--- src/rtl/list_walk_scheduler.sv ---
// Time-slotted linked-list walker sharing one pipelined next-pointer memory between requesters.
// Optional loop guard enabled by defining LIST_WALK_LOOP_GUARD_EN.
module list_walk_scheduler #(
  parameter int unsigned N     = 16,
  parameter int unsigned LAT   = 3,
  parameter int unsigned N_REQ = 4,
  localparam int unsigned PTR_W = $clog2(N),
  localparam int unsigned ID_W  = $clog2(N_REQ),
  localparam int unsigned PH_W  = (LAT > 1) ? $clog2(LAT) : 1
) (
  input  logic                   clk,
  input  logic                   rst,
  input  logic [N_REQ-1:0]       req_vld,
  input  logic [N_REQ*PTR_W-1:0] req_start,
  output logic [N_REQ-1:0]       req_rdy,
  output logic                   mem_re,
  output logic [PTR_W-1:0]       mem_ra,
  input  logic [PTR_W-1:0]       mem_rd,
  output logic                   out_vld,
  output logic [PTR_W-1:0]       out_ptr,
  output logic [ID_W-1:0]        out_id,
  output logic                   done_vld,
  output logic [ID_W-1:0]        done_id,
  output logic                   err
);

  logic [PH_W-1:0] ph;
  logic [LAT-1:0]  busy;
  logic [ID_W-1:0] slot_id [LAT];
  logic [ID_W-1:0] rr_ptr;

  logic            cur_busy;
  logic            rd_live;
  logic            walk_end;
  logic            abort;
  logic            cont;
  logic            slot_open;
  logic            pick_vld;
  logic [ID_W-1:0] pick;
  logic [ID_W:0]   sum;
  logic [PTR_W-1:0] pick_start;
  logic            grant;

  assign cur_busy = busy[ph];
  assign rd_live  = cur_busy && (mem_rd != '0);
  assign walk_end = cur_busy && (mem_rd == '0);
  assign cont     = rd_live && !abort;
  assign slot_open = !cur_busy || walk_end || abort;

  always_comb begin
    pick_vld = 1'b0;
    pick     = '0;
    sum      = '0;
    for (int k = 0; k < N_REQ; k++) begin
      sum = {1'b0, rr_ptr} + (ID_W+1)'(k);
      if (sum >= (ID_W+1)'(N_REQ)) sum = sum - (ID_W+1)'(N_REQ);
      if (!pick_vld && req_vld[sum[ID_W-1:0]]) begin
        pick_vld = 1'b1;
        pick     = sum[ID_W-1:0];
      end
    end
  end

  assign pick_start = req_start[pick*PTR_W +: PTR_W];

  // A zero start would report done next cycle, colliding with the done of the
  // walk ending in this slot, so such a grant is held off for one slot turn.
  assign grant = rst && slot_open && pick_vld &&
                 !((pick_start == '0) && (walk_end || abort));

  always_comb begin
    req_rdy = '0;
    if (grant) req_rdy[pick] = 1'b1;
  end

  assign mem_re = cont || (grant && (pick_start != '0));
  assign mem_ra = cont ? mem_rd : (mem_re ? pick_start : '0);

`ifdef LIST_WALK_LOOP_GUARD_EN
  localparam int unsigned HOP_W = $clog2(N + 1);
  logic [HOP_W-1:0] hop [LAT];

  assign abort = rd_live && (hop[ph] == HOP_W'(N));

  always_ff @(posedge clk or negedge rst) begin
    if (!rst) begin
      for (int i = 0; i < LAT; i++) hop[i] <= '0;
    end else if (grant && (pick_start != '0)) begin
      hop[ph] <= HOP_W'(1);
    end else if (cont) begin
      hop[ph] <= hop[ph] + 1'b1;
    end
  end
`else
  assign abort = 1'b0;
`endif

  always_ff @(posedge clk or negedge rst) begin
    if (!rst) begin
      ph       <= '0;
      busy     <= '0;
      rr_ptr   <= '0;
      for (int i = 0; i < LAT; i++) slot_id[i] <= '0;
      out_vld  <= 1'b0;
      out_ptr  <= '0;
      out_id   <= '0;
      done_vld <= 1'b0;
      done_id  <= '0;
      err      <= 1'b0;
    end else begin
      ph       <= (ph == PH_W'(LAT - 1)) ? '0 : ph + 1'b1;
      out_vld  <= mem_re;
      out_ptr  <= mem_ra;
      out_id   <= cont ? slot_id[ph] : pick;
      done_vld <= walk_end || abort || (grant && (pick_start == '0));
      done_id  <= (walk_end || abort) ? slot_id[ph] : pick;
      err      <= abort;
      if (walk_end || abort) busy[ph] <= 1'b0;
      if (grant) begin
        rr_ptr <= (pick == ID_W'(N_REQ - 1)) ? '0 : pick + 1'b1;
        if (pick_start != '0) begin
          busy[ph]    <= 1'b1;
          slot_id[ph] <= pick;
        end
      end
    end
  end

endmodule

--- config.mk ---
export PLATFORM = sky130hd
export DESIGN_NAME = list_walk_scheduler
export DESIGN_NICKNAME = d
export VERILOG_FILES = /design/src/rtl/list_walk_scheduler.sv
export SDC_FILE = /design/constraint.sdc
export NUM_CORES = 1
export LEC_CHECK = 0
export CORE_UTILIZATION = 41
export DETAILED_ROUTE_END_ITERATION = 8
export PLACE_DENSITY = 0.72
export SETUP_SLACK_MARGIN = 0.02
export SYNTH_ARGS = -nofsm -noshare
export SYNTH_HDL_FRONTEND = slang
export SYNTH_SLANG_ARGS = --single-unit
--- constraint.sdc ---
create_clock -name clk -period 2.5 [get_ports clk]
set_clock_uncertainty 0.1 [all_clocks]
set_input_delay 0.5 -clock clk [delete_from_list [all_inputs] [get_ports clk]]
set_output_delay 0.5 -clock clk [all_outputs]
set_load 0.02 [all_outputs]
==> results.md <==
* CP bufs+invs at 2
* H-tree Lvls at 1
* Crit path largest cell delay at 0.47 ns
* Non-Filler Instances at 268
* Period utilisation layout at 1.20
* GP Congestion at 0.818
* Die Wd at 60.4 µm
* Flops & latches, synth at 23
* Cell Pwr Density at 993 mW/mm²
* First-pass GRT wire length at 6490 µm
* Setup repair after global routing missed its margin: true
* GRT Util Overall at 0.241
* Placed Instances at 250
* CP top delay family: compound AO/OA/AOI/OAI gates
* Detailed Route Iter0 Violations at 52
* Cell area after layout at 0.00252 mm²
* Reg-to-reg slack, setup at -0.03 ns
* PortBufs at 44
* Post-Synth Simple-Gate Area at 0.166
* Crit end category: output port
* Initial Util at 0.444
* Seq/Total Area, Yosys at 0.411
* Clock root buffer: clkbuf_4
* Largest net degree at the start of global routing at 22
* Most frequent cell on the critical path: buf_6
* Drt pass-1 iters at 4
* Detailed-route via count at 1488
* Mapped Nets at 160
* Worst Setup Start Kind: flip-flop
* Layout fillers at 184
* Total Nets Final at 255
* LEAKAGE at 1.13 nW
* Worst hold slack at 0.411 ns
* Routed WL at 4570 µm
* CTS sink cnt at 23
* Status: finished with violations
* Number of vias per cell at 5.55
* Total gr overflow at 0
* Worst vdd ir at 0.490 mV
* Slowest stage cell, crit path: dfrtp_2
* CTS tree: yes
* Fmax at 0.334 GHz
* Critical path class: reg -> out
* Area of the multi-input gates at 956 µm²
* CTS Buf Count at 3
* WP data required at 1.90 ns
* Ant. Diodes at 0
* Vias in the first global route at 1400
* Final Setup Violations at 15
* Xor/xnor share of the synthesized area at 0
* Final Worst Setup Slack at -0.498 ns
* Mux contribution to synthesized area at 0.136
* Share of layout cells above drive strength 1 at 0.464
* Largest family of logic cells by synthesized area: compound AO/OA/AOI/OAI gates
* DRC at 0
* DP Area at 0.00215 mm²
* Initial antenna violation count at 0
* Antenna Nets Post-Route at 0
* Synth Area in Compound Gates at 0.213
* Post-DR wirelength/cell at 17.0 µm
* Sequential Area at 577 µm²
* Syn avg cell area at 10.8 µm²
* Maxcap violations at 0
* Clk buf depth at 2
* Detail Placement HPWL at 2930 µm
* Hold crit path type: reg -> reg
* Post-synth EDFFs at 0
* Hold_buf cts at 0
* Asr flop ratio synth at 1.00
* Mapped cell area at 0.00140 mm²
* Post-synthesis adder-cell area fraction at 0.0357
* Final min period at 3.00 ns
* Cells along the critical path: and2b_1, o21ai_1, o211a_1, buf_6, mux2_4, a41oi_4, and2_4, buf_6
* Most used DFF post-synth: dfrtp_1
* Die Ht at 60.4 µm
* CTS clock-pin slew for the worst setup and hold paths at 0.14 ns
* Synth warn at 0
* Violated checks: setup timing
* Final Hold Viols at 0
* DIE AREA at 0.00365 mm²
* Rows at 20
* Cells after Synth at 130
* Core box area at 0.00315 mm²
* Skew-Pair Late Insertion Delay at 0.32 ns
* P&R area growth vs syn at 80.3%
* I/O pin count at 46
* Post-synthesis cell type count at 39
* Arrival time worst endpoint at 2.40 ns
* Max-slew violations at 0
* Maximum net fanout on the critical path at 7
synth_stat cells (2+ instances only):
cell type,n,area [µm²]
dfrtp_1,23,576
nand2_1,14,52.6
o21ai_0,12,60.1
nand3_1,8,40.0
mux2i_1,7,70.1
a21o_1,5,37.5
and2_1,4,25.0
ha_1,4,50.1
inv_1,4,15.0
mux2_1,4,45.0
mux2_2,4,45.0
nor2_1,4,15.0
a21oi_1,3,15.0
nor2b_1,3,18.8
a31oi_2,2,25.0
a32o_1,2,20.0
buf_4,2,15.0
mux2_4,2,30.0
nand2b_1,2,12.5
o211a_1,2,20.0
cell families (layout without fill, tap and decap cells):
family,count (synthesis),count (layout)
other cells,1,1
buf+inv,9,103
simple gates,42,42
flops,23,23
fa+ha+maj,4,4
compound gates,34,34
mux,17,17
power by group:
group / internal [W] / switching (W) / total (W)
clock network: 0.0000599 / 0.000120 / 0.000180
registers: 0.000519 / 0.0000808 / 0.000599
logic: 0.000923 / 0.000804 / 0.00173
sequential cells by signal (all words and copies together), names as in the netlist:
register and count:
busy 3, done_id 2, done_vld 1, out_id 2
out_ptr 4, out_vld 1, ph 2, rr_ptr 2
slot_id 6
worst register-to-register path: cells and delay by family, from the launching register on:
kind,cells,cell delay (ns)
buffers and inverters,3,0.40
AND/OR/NAND/NOR,1,0.17
flip-flops,1,0.47
AO/OA/AOI/OAI,3,0.65
multiplexers,2,0.63
what timing repair did:
item | 4_1_cts | 5_1_grt
setup endpoints to repair | 20 | 18
pin swaps | 24 | 15
buffers inserted | 13 | 6
resized for setup | 101 | 13
stage by stage:
stage	util	TNS [ns]	setup WS [ns]	total power (W)
final	0.800	-3.83	-0.498	0.00251
after global routing	0.800	-5.24	-0.612	0.00264
after CTS	0.768	-3.76	-0.495	0.00235
after detailed placement	0.682	-17.58	-1.22	0.00186
after global placement	0.682	-16.05	-1.14	0.00182
after floorplan	-	-0.863	-0.181	0.00128
cell usage in the layout, fill, tap and decap left out, drive strengths merged:
| master | count |
|---|---|
| clkdlybuf4s15 | 1 |
| o311ai | 1 |
| nand2b | 2 |
| inv | 4 |
| and4b | 1 |
| or2 | 1 |
| mux2 | 10 |
| a32o | 2 |
| a22oi | 1 |
| nand3b | 1 |
| a41oi | 1 |
| and2 | 4 |
| conb | 1 |
| nor2b | 3 |
| dfrtp | 23 |
| dlygate4sd2 | 5 |
| nand2 | 14 |
| o2bb2ai | 1 |
| clkdlybuf4s50 | 29 |
| a31oi | 3 |
| o211a | 2 |
| nand3 | 9 |
| buf | 60 |
| a21o | 6 |
| mux2i | 7 |
| clkbuf | 3 |
| o21ai | 12 |
| o311a | 1 |
| o211ai | 1 |
| nor4 | 1 |
| ha | 4 |
| and2b | 1 |
| clkinv | 1 |
| nor2 | 5 |
| a21oi | 3 |
routing by layer:
metal	track usage	vias to the layer above	wire, µm
li1	-	657	-
met3	0.0490	18	345
met4	0.0877	0	155
met1	0.276	724	1720
met5	0	-	0
met2	0.441	89	2340
path summary, 6_finish.rpt:
kind                                        from                      to  depth (start not counted)
max                        rr_ptr[1]$_DFFE_PN0P_              req_rdy[0]                          8
min                            busy[1]$_DFF_PN0_       busy[1]$_DFF_PN0_                          1
max reg2reg                rr_ptr[1]$_DFFE_PN0P_  slot_id[1]$_DFFE_PN0P_                          9
min reg2reg                    busy[1]$_DFF_PN0_       busy[1]$_DFF_PN0_                          1
max in group asynchronous                    rst       busy[0]$_DFF_PN0_                          2
min in group asynchronous                    rst    out_ptr[0]$_DFF_PN0_                          2
area by class of cell:
cell class | count | area share
clock inverters | 1 | 0.00198
multi-input cells | 98 | 0.379
well taps | 44 | 0.0218
flip-flops and latches | 23 | 0.229
clock buffers | 3 | 0.00892
repair buffers | 95 | 0.354
inverters | 4 | 0.00595
Note: power is estimated with default switching activity, not from simulation.
